<file path="src/rtl/hvac_pkg.sv">
// rtl/hvac_pkg.sv - shared state type, default constants and zone index width helper
package hvac_pkg;

  typedef enum logic [1:0] {
    ST_IDLE = 2'd0,
    ST_HEAT = 2'd1,
    ST_COOL = 2'd2,
    ST_LOCK = 2'd3
  } hvac_state_t;

  localparam int DEF_NZONES  = 4;
  localparam int DEF_TEMP_W  = 5;
  localparam int DEF_HEAT_ON = 18;
  localparam int DEF_COOL_ON = 22;
  localparam int DEF_TARGET  = 20;
  localparam int DEF_MIN_ON  = 8;
  localparam int DEF_LOCKOUT = 4;
  localparam int DEF_MAX_ON  = 32;

  function automatic int zone_idx_w(input int n);
    return (n <= 2) ? 1 : $clog2(n);
  endfunction

endpackage

</file>
<file path="src/rtl/hvac_rr_arbiter.sv">
// rtl/hvac_rr_arbiter.sv - combinational round-robin pick of the first requesting zone
// Search starts at i_ptr and wraps; o_idx is the binary index of the one-hot o_grant.
module hvac_rr_arbiter
  import hvac_pkg::*;
#(
  parameter int NZONES = DEF_NZONES,
  localparam int IW    = zone_idx_w(NZONES)
) (
  input  logic [NZONES-1:0] i_req,
  input  logic [IW-1:0]     i_ptr,
  output logic [NZONES-1:0] o_grant,
  output logic [IW-1:0]     o_idx,
  output logic              o_valid
);

  always_comb begin : search
    int z;
    z       = 0;
    o_grant = '0;
    o_idx   = '0;
    o_valid = 1'b0;
    for (int k = 0; k < NZONES; k++) begin
      z = int'(i_ptr) + k;
      if (z >= NZONES) z = z - NZONES;
      if (!o_valid && i_req[z]) begin
        o_valid    = 1'b1;
        o_grant[z] = 1'b1;
        o_idx      = IW'(z);
      end
    end
  end

endmodule

</file>
<file path="src/rtl/hvac_zone_scheduler.sv">
// rtl/hvac_zone_scheduler.sv - shares one heat/cool plant among zones with hysteresis, min-on and lockout
// Optional fairness release after MAX_ON cycles is enabled by defining HVAC_FAIR_EN.
module hvac_zone_scheduler
  import hvac_pkg::*;
#(
  parameter int NZONES  = DEF_NZONES,
  parameter int TEMP_W  = DEF_TEMP_W,
  parameter int HEAT_ON = DEF_HEAT_ON,
  parameter int COOL_ON = DEF_COOL_ON,
  parameter int TARGET  = DEF_TARGET,
  parameter int MIN_ON  = DEF_MIN_ON,
  parameter int LOCKOUT = DEF_LOCKOUT,
  parameter int MAX_ON  = DEF_MAX_ON
) (
  input  logic                     i_clk,
  input  logic                     i_rst_n,
  input  logic [NZONES*TEMP_W-1:0] i_temperature,
  input  logic [NZONES-1:0]        i_zone_en,
  output logic                     o_heating,
  output logic                     o_cooling,
  output logic [NZONES-1:0]        o_zone_valve,
  output logic                     o_busy
);

  localparam int IW      = zone_idx_w(NZONES);
  localparam int CNT_MAX = (MAX_ON > MIN_ON) ? MAX_ON : MIN_ON;
  localparam int CNT_W   = $clog2(CNT_MAX + 1);
  localparam int LK_W    = (LOCKOUT > 1) ? $clog2(LOCKOUT) : 1;

  localparam logic [TEMP_W-1:0] L_HEAT_ON = TEMP_W'(HEAT_ON);
  localparam logic [TEMP_W-1:0] L_COOL_ON = TEMP_W'(COOL_ON);
  localparam logic [TEMP_W-1:0] L_TARGET  = TEMP_W'(TARGET);

  hvac_state_t       r_state, w_next;
  logic [CNT_W-1:0]  r_on_cnt, w_on_cnt;
  logic [LK_W-1:0]   r_lock_cnt, w_lock_cnt;
  logic [IW-1:0]     r_ptr, w_ptr, r_idx, w_idx;
  logic [NZONES-1:0] w_hreq, w_creq, w_req, w_grant;
  logic [IW-1:0]     w_gidx;
  logic              w_gvalid;
  logic [TEMP_W-1:0] w_temp_g;
  logic              w_satisfied, w_fair, w_release;

  always_comb begin
    w_hreq   = '0;
    w_creq   = '0;
    w_temp_g = '0;
    for (int i = 0; i < NZONES; i++) begin
      w_hreq[i] = i_zone_en[i] & (i_temperature[i*TEMP_W +: TEMP_W] <= L_HEAT_ON);
      w_creq[i] = i_zone_en[i] & (i_temperature[i*TEMP_W +: TEMP_W] >= L_COOL_ON);
      if (IW'(i) == r_idx) w_temp_g = i_temperature[i*TEMP_W +: TEMP_W];
    end
  end

  assign w_req = w_hreq | w_creq;

  hvac_rr_arbiter #(.NZONES(NZONES)) u_arb (
    .i_req   (w_req),
    .i_ptr   (r_ptr),
    .o_grant (w_grant),
    .o_idx   (w_gidx),
    .o_valid (w_gvalid)
  );

  assign w_satisfied = (r_state == ST_HEAT) ? (w_temp_g >= L_TARGET) : (w_temp_g <= L_TARGET);

  // The served zone's valve bit masks it out of the "someone else is waiting" test.
`ifdef HVAC_FAIR_EN
  assign w_fair = (r_on_cnt >= CNT_W'(MAX_ON - 1)) && (|(w_req & ~o_zone_valve));
`else
  assign w_fair = 1'b0;
`endif

  assign w_release = (w_satisfied && (r_on_cnt >= CNT_W'(MIN_ON - 1))) || !i_zone_en[r_idx] || w_fair;

  always_comb begin
    w_next     = r_state;
    w_on_cnt   = r_on_cnt;
    w_lock_cnt = r_lock_cnt;
    w_ptr      = r_ptr;
    w_idx      = r_idx;
    case (r_state)
      ST_IDLE: begin
        if (w_gvalid) begin
          w_next   = (|(w_hreq & w_grant)) ? ST_HEAT : ST_COOL;
          w_idx    = w_gidx;
          w_on_cnt = '0;
          w_ptr    = (w_gidx == IW'(NZONES - 1)) ? '0 : w_gidx + IW'(1);
        end
      end
      ST_HEAT, ST_COOL: begin
        if (r_on_cnt != {CNT_W{1'b1}}) w_on_cnt = r_on_cnt + CNT_W'(1);
        if (w_release) begin
          w_next     = ST_LOCK;
          w_lock_cnt = '0;
        end
      end
      ST_LOCK: begin
        if (r_lock_cnt == LK_W'(LOCKOUT - 1)) w_next = ST_IDLE;
        else w_lock_cnt = r_lock_cnt + LK_W'(1);
      end
      default: w_next = ST_IDLE;
    endcase
  end

  always_ff @(posedge i_clk) begin
    if (!i_rst_n) begin
      r_state      <= ST_IDLE;
      r_on_cnt     <= '0;
      r_lock_cnt   <= '0;
      r_ptr        <= '0;
      r_idx        <= '0;
      o_heating    <= 1'b0;
      o_cooling    <= 1'b0;
      o_zone_valve <= '0;
      o_busy       <= 1'b0;
    end else begin
      r_state      <= w_next;
      r_on_cnt     <= w_on_cnt;
      r_lock_cnt   <= w_lock_cnt;
      r_ptr        <= w_ptr;
      r_idx        <= w_idx;
      o_heating    <= (w_next == ST_HEAT);
      o_cooling    <= (w_next == ST_COOL);
      o_zone_valve <= (w_next == ST_HEAT || w_next == ST_COOL) ? (NZONES'(1) << w_idx) : '0;
      o_busy       <= (w_next != ST_IDLE);
    end
  end

endmodule

</file>
<file path="config.mk">
export PLATFORM = sky130hd
export DESIGN_NAME = hvac_zone_scheduler
export DESIGN_NICKNAME = d
export VERILOG_FILES = /design/src/rtl/hvac_pkg.sv /design/src/rtl/hvac_rr_arbiter.sv /design/src/rtl/hvac_zone_scheduler.sv
export SDC_FILE = /design/constraint.sdc
export NUM_CORES = 1
export LEC_CHECK = 0
export ABC_AREA = 1
export BUFFER_PORTS_ARGS = -buffer_cell sky130_fd_sc_hd__buf_2
export CORE_ASPECT_RATIO = 1.75
export CORE_MARGIN = 2
export CORE_UTILIZATION = 30
export DETAILED_ROUTE_END_ITERATION = 6
export GPL_TIMING_DRIVEN = 0
export PLACE_DENSITY_LB_ADDON = 0.12
export SYNTH_ARGS = -nofsm -noshare
export SYNTH_HDL_FRONTEND = slang
export SYNTH_HIERARCHICAL = 1
export SYNTH_SLANG_ARGS = --single-unit
</file>
<file path="constraint.sdc">
create_clock -name i_clk -period 3.73 [get_ports i_clk]
set_clock_uncertainty 0.05 [all_clocks]
set_input_delay 0.373 -clock i_clk [delete_from_list [all_inputs] [get_ports i_clk]]
set_output_delay 0.373 -clock i_clk [all_outputs]
set_load 0.03 [all_outputs]
</file>
==> results of run 1 <==
-- layer usage --
layer / share of wire / vias up / routed length, um
met5: 0 / - / 0
li1: - / 1003 / -
met4: 0.029 / 0 / 138
met1: 0.38 / 868 / 1790
met3: 0.019 / 10 / 90
met2: 0.58 / 32 / 2750
-- critical path, stage by stage (launching register included) --
cell     delay, ns
dfxtp_1       0.53
inv_1         0.23
ha_1          0.42
inv_1         0.11
nand3_1       0.10
nand2_1       0.08
nor2_2        0.26
a21oi_1       0.13
nand3_1       0.13
nand4_1       0.10
nand4_1       0.15
nand2_1       0.09
o21ai_0       0.08
a21oi_1       0.11
nand2_1       0.11
inv_1         0.07
ha_1          0.30
nand3_1       0.10
nor2_1        0.04
-- worst max path at each step --
stage	cells past startpoint	end	start
after floorplan	18	o_zone_valve[1]$_SDFF_PP0_	r_ptr[0]$_SDFFE_PN0P_
after global placement	18	o_zone_valve[1]$_SDFF_PP0_	r_ptr[0]$_SDFFE_PN0P_
after detailed placement	20	o_zone_valve[1]$_SDFF_PP0_	i_temperature[18]
after CTS	18	o_zone_valve[1]$_SDFF_PP0_	r_ptr[0]$_SDFFE_PN0P_
after global routing	18	o_zone_valve[1]$_SDFF_PP0_	r_ptr[1]$_SDFFE_PN0P_
final	18	o_zone_valve[1]$_SDFF_PP0_	r_ptr[1]$_SDFFE_PN0P_
-- flip-flops by register name (all words and copies together) (netlist names) --
| register | count |
|---|---|
| r_on_cnt | 6 |
| o_zone_valve | 4 |
| r_idx | 2 |
| r_lock_cnt | 2 |
| r_ptr | 2 |
| r_state | 2 |
| o_busy | 1 |
| o_cooling | 1 |
| o_heating | 1 |
-- layout by cell type, fill, tap and decap left out, types with 2 or more instances in the layout --
| cell type | n |
|---|---|
| or2_2 | 2 |
| nor2_2 | 4 |
| nor3_1 | 3 |
| nand3_2 | 3 |
| nand3_1 | 28 |
| inv_1 | 39 |
| a211oi_1 | 2 |
| a21oi_2 | 2 |
| buf_2 | 32 |
| ha_1 | 17 |
| inv_2 | 4 |
| a21oi_1 | 21 |
| nor2_1 | 29 |
| nand2_1 | 67 |
| nand2_2 | 8 |
| o21ai_0 | 8 |
| a21boi_0 | 4 |
| nand4_1 | 10 |
| dfxtp_1 | 20 |
| clkbuf_8 | 3 |
-- through the flow --
step | setup slack, ns | instance area, sq um | util | cells
detailed placement | 0.215 | 2050 | 0.351 | 394
CTS | 0.196 | 2100 | 0.359 | 398
floorplan | 0.962 | 1790 | - | 284
global placement | 0.176 | 2050 | 0.351 | 394
finish | 0.430 | 2100 | 0.360 | 398
global route | 0.109 | 2100 | 0.360 | 398
-- cells by family after synthesis --
group,synth area share
buffers and inverters,0.0964
flip-flops,0.235
AND/OR/NAND/NOR,0.405
AO/OA/AOI/OAI,0.145
adder cells (fa/ha/maj),0.119
-- layout make-up --
class | instances | area, sq um | area share
Multi-Input combinational cell | 219 | 1200 | 0.572
Sequential cell | 21 | 422 | 0.201
Inverter | 43 | 161 | 0.0769
Timing Repair Buffer | 32 | 160 | 0.0763
Tap cell | 78 | 97.6 | 0.0465
Clock buffer | 3 | 41.3 | 0.0197
Buffer | 1 | 11.3 | 0.00536
Clock inverter | 1 | 5.00 | 0.00238
-- power by group --
group	internal [uW]	total [uW]	switching (uW)
registers	297	362	64.6
logic	391	1140	754
clock network	74.5	152	77.7
==> impl_metrics.csv, run 1 <==
group,metric,value,unit
hold_path,min_to,"o_heating$_SDFF_PN0_",
global_route,grt_max_degree,13,
clocking,cts_root_buf,"clkbuf_8",
worst_setup_path,crit_required,3.82,ns
clocking,cts_tree,"built",
worst_setup_path,rrSetupSlack,0.43,ns
global_route,busiest_layer,"met2",
synthesis,yosysSeqAreaShare,0.235,
pwr,leakagePower,0.00109,uW
synthesis,yosysWarnings,6,
floorplanning,floorplan.initialDensity,0.307,
global_route,grt_pass1_wl,8220,um
sta,holdWs,0.347,ns
synthesis,syn_avg_cell_area,6.31,sq um
synthesis,yosys.area.top_type_share,0.235,
synthesis,ys_seq_elements,21,
clocking,clk_latency,0.26,ns
synthesis,synth.cell_area,0.00179,sq mm
flow_run,maxCapViolCount,0,
finish,n_antenna_cell,0,
place,io_buffers,32,
clocking,numCtsBuffers,3,
clocking,cts.sinks,21,
floorplanning,fp.dieW,62.4,um
worst_setup_path,path_class,"flip-flop to flip-flop",
global_route,met1_usage,0.150,
synthesis,synth_cell_types,30,
routing,viasPerCell,4.81,
global_route,grt_use_met2,0.310,
pwr,peakVddDrop,0.273,mV
routing,wirelength,4770,um
routing,drt_iter0_markers,32,
sta,hold_viol_final,0,
worst_setup_path,cp.arrival,3.39,ns
sta,finalWorstPathRequiredPeriod,3.30,ns
pwr,power,1660,uW
floorplanning,io_pins,33,
hold_path,hp-class,"input port to flip-flop",
finish,fillers,675,
synthesis,synth_edf_count,0,
worst_setup_path,worstRegToRegCells,18,
finish,drive_above_1_share,0.194,
sta,fmax,303,MHz
synthesis,synth_common_cells,"nand2_1, inv_1, nor2_1, nand3_1",
pwr,cellPowerDensity,790,mW/mm^2
clocking,post_cts_buffers,0,
clocking,clkTransAtPathRegs,0.08,ns
floorplanning,die_h,106,um
floorplanning,num_rows,37,
routing,vias,1913,
sta,final-max-slew-violation-count,0,
routing,drcViolationCount,0,
synthesis,synth-async-reset-ratio,0,
floorplanning,coreArea,0.00583,sq mm
place,place_congestion,0.869,
sta,post-route-period-util,0.885,
synthesis,netlist_instances,284,
finish,areaGrowthSynthToFinish,17.2,%
worst_setup_path,setup.worst_path.start_class,"flip-flop",
routing,wl_per_cell,12.0,um
routing,firstDrtPassIters,4,
sta,rsz0062_at_grt,"false",
clocking,htree_levels,1,
synthesis,synth_fp_nets,327,
routing,ant_nets,0,
worst_setup_path,end_kind,"flip-flop",
run_status,status,"complete, no violations",
synthesis,synth-main-ff-cell,"dfxtp_1",
global_route,gr-usage-all-layers,0.152,
global_route,grtUsageMet3,0.00952,
global_route,antenna_found_initial,0,
clocking,cts.repair.resized,0,
place,dp_hpwl,3990,um
sta,relSlewSlack,0.705,
floorplanning,dieArea,0.00663,sq mm
hold_path,min_path_cells,3,
sta,setup_viol,0,
synthesis,synth_area_leaders,"dfxtp_1, nand2_1, ha_1, inv_1, nand3_1",
synthesis,yosysMostFrequentCell,"nand2_1",
sta,worst_slew_pin_slew,0.437,ns
clocking,ctsHoldBuffers,0,
hold_path,hp-start,"i_rst_n",
global_route,grt_pass1_vias,1910,
synthesis,synth_top_cell_by_area,"dfxtp_1",
worst_setup_path,r2r-start,"r_ptr[1]$_SDFFE_PN0P_",
clocking,clock_path_buffers,2,
worst_setup_path,rr_endpoint,"o_zone_valve[1]$_SDFF_PP0_",
finish,num-nets-final,364,
worst_setup_path,crit_fanout,8,
global_route,overflow,0,
sta,tns,0,ns
Power figures use the tool's default switching activity.
==> inputs of run 2 (changes only) <==
--- a/config.mk
+++ b/config.mk
@@ -13,6 +13,7 @@
 export DETAILED_ROUTE_END_ITERATION = 6
 export GPL_TIMING_DRIVEN = 0
 export PLACE_DENSITY_LB_ADDON = 0.12
+export SETUP_SLACK_MARGIN = 0.5
 export SYNTH_ARGS = -nofsm -noshare
 export SYNTH_HDL_FRONTEND = slang
 export SYNTH_HIERARCHICAL = 1
==> run 2 against run 1 <==
Critical path depth up 4. Flip-flop and latch count did not move. Routed wire length is 3.4% higher. Sequential power about the same. Via count up 2.7%. Clock power about the same. Sequential share of layout area shrank 0.63 points. Combinational power up 7%. Largest cell class unchanged. Largest power group unchanged.
==> impl_metrics.csv, run 2 (synthesized netlist as in run 1, its figures left out) <==
group,metric,value,unit
finish,fillers,674,
worst_setup_path,crit_required,3.82,ns
routing,drt_iter0_markers,37,
worst_setup_path,crit_fanout,10,
floorplanning,fp.dieW,62.4,um
place,dp_hpwl,3990,um
routing,drcViolationCount,0,
routing,viasPerCell,4.85,
hold_path,hp-class,"input port to flip-flop",
pwr,leakagePower,0.00113,uW
global_route,grt_pass1_wl,8200,um
pwr,cellPowerDensity,790,mW/mm^2
routing,ant_nets,0,
clocking,ctsHoldBuffers,0,
floorplanning,io_pins,33,
floorplanning,dieArea,0.00663,sq mm
floorplanning,floorplan.initialDensity,0.307,
sta,hold_viol_final,0,
place,placed_cell_area,0.00205,sq mm
sta,setup_viol,0,
floorplanning,num_rows,37,
worst_setup_path,cpMaxStageDelayCell,"a41oi_1",
place,io_buffers,32,
clocking,clock_path_buffers,2,
sta,relSlewSlack,0.701,
global_route,grt_pass1_vias,1913,
routing,wirelength,4930,um
sta,finalWorstPathRequiredPeriod,2.97,ns
global_route,grt_max_degree,13,
pwr,peakVddDrop,0.265,mV
worst_setup_path,setup.worst_path.start_class,"input port",
routing,wl_per_cell,12.2,um
flow_run,maxCapViolCount,0,
worst_setup_path,crit_chain,"buf_2 > inv_1 > nand3_1 > a41oi_1 > inv_1 > nand2_2 > nand3_2 > nand2_4 > nor2_4 > buf_6 > nand3_1 > nand3_1 > nand3_1 > nand4_1 > nand2_1 > o21ai_0 > a21oi_1 > nand2_1 > inv_1 > ha_1 > nand3_1 > nor2_1",
clocking,clk_latency,0.26,ns
sta,final-max-slew-violation-count,0,
routing,firstDrtPassIters,4,
floorplanning,die_h,106,um
worst_setup_path,cp_common_cell,"nand3_1",
sta,tns,0,ns
sta,worst_slew_pin_slew,0.444,ns
floorplanning,coreArea,0.00583,sq mm
worst_setup_path,path_class,"input port to flip-flop",
finish,drive_above_1_share,0.229,
sta,fmax,337,MHz
sta,post-route-period-util,0.796,
finish,areaGrowthSynthToFinish,22.8,%
finish,n_antenna_cell,0,
clocking,cts_tree,"built",
place,place_congestion,0.869,
sta,rsz0062_at_grt,"false",
finish,num-nets-final,371,
worst_setup_path,cpPeakStageDelay,0.29,ns
run_status,status,"complete, no violations",
hold_path,hp-start,"i_rst_n",
clocking,htree_levels,1,
worst_setup_path,r2r-start,"r_ptr[1]$_SDFFE_PN0P_",
finish,top_register,"r_on_cnt",
finish,top_regs,"r_on_cnt: 6 flops, o_zone_valve: 4 flops",
finish,layout_commonest_cell,"nand2_1",
clocking,cts.sinks,21,
worst_setup_path,end_kind,"flip-flop",
clocking,clkTransAtPathRegs,0.08,ns
clocking,numCtsBuffers,3,
global_route,antenna_found_initial,0,
routing,vias,1964,
worst_setup_path,startpoint,"i_temperature[3]",
finish,final_area,0.00220,sq mm
finish,largest_reg_flops,6,
clocking,cts_root_buf,"clkbuf_8",
finish,final_cell_mix,"nand2_1, inv_1, buf_2, nor2_1, nand3_1",
global_route,gr-usage-all-layers,0.152,
global_route,overflow,0,
worst_setup_path,cp.arrival,3.06,ns
[run 2: final timing paths]
check	to	slack, ns	cells after the start
max	o_zone_valve[1]$_SDFF_PP0_	0.76	22
min	o_heating$_SDFF_PN0_	0.35	3
max reg2reg	o_zone_valve[1]$_SDFF_PP0_	0.78	18
min reg2reg	r_on_cnt[2]$_SDFFE_PN0P_	0.44	2
[run 2: final cells by class]
type / count / area [sq um] / share of cell area
plain buffers: 1 / 11.3 / 0.00512
clock buffers: 3 / 41.3 / 0.0188
clock inverters: 1 / 5.00 / 0.00228
inverters: 43 / 170 / 0.0774
multi-input cells: 219 / 1230 / 0.561
flip-flops and latches: 21 / 428 / 0.195
well taps: 78 / 97.6 / 0.0444
repair buffers: 39 / 213 / 0.0967
[run 2: worst max-delay path, delay by kind of cell]
kind / cells / cell delay [ns]
simple gates: 13 / 1.33
compound gates: 3 / 0.58
buf+inv: 5 / 0.52
fa+ha+maj: 1 / 0.24
[run 2: per-layer routing]
metal  global-route usage  part of all wire
met5                    0                 0
met4               0.0746             0.031
met3              0.00952             0.021
met2                0.310              0.57
met1                0.150              0.38
[run 2: what timing repair did]
item                                    4_1_cts  5_1_grt
endpoints found under the setup margin        6        7
buffers inserted                              0        7
pin swaps                                     0        2
endpoints found under the hold margin         0        0
gates resized for setup                       3       14
[run 2: where the power goes]
group	total, uW	internal (uW)	switching [uW]	leakage, uW
Combinational	1220	436	786	0.000930
Sequential	364	301	62.5	0.000173
Clock	152	74.5	77.2	0.0000255
[run 2: metrics by stage]
step	utilization	power [uW]	hold WS [ns]	setup WS, ns	instances
2_1_floorplan	-	1240	0.402	0.962	284
3_3_place_gp	0.351	1520	0.422	0.176	394
3_5_place_dp	0.351	1520	0.424	0.215	394
4_1_cts	0.360	1690	0.352	0.516	398
5_1_grt	0.377	1940	0.372	0.498	405
6_report	0.377	1740	0.347	0.761	405
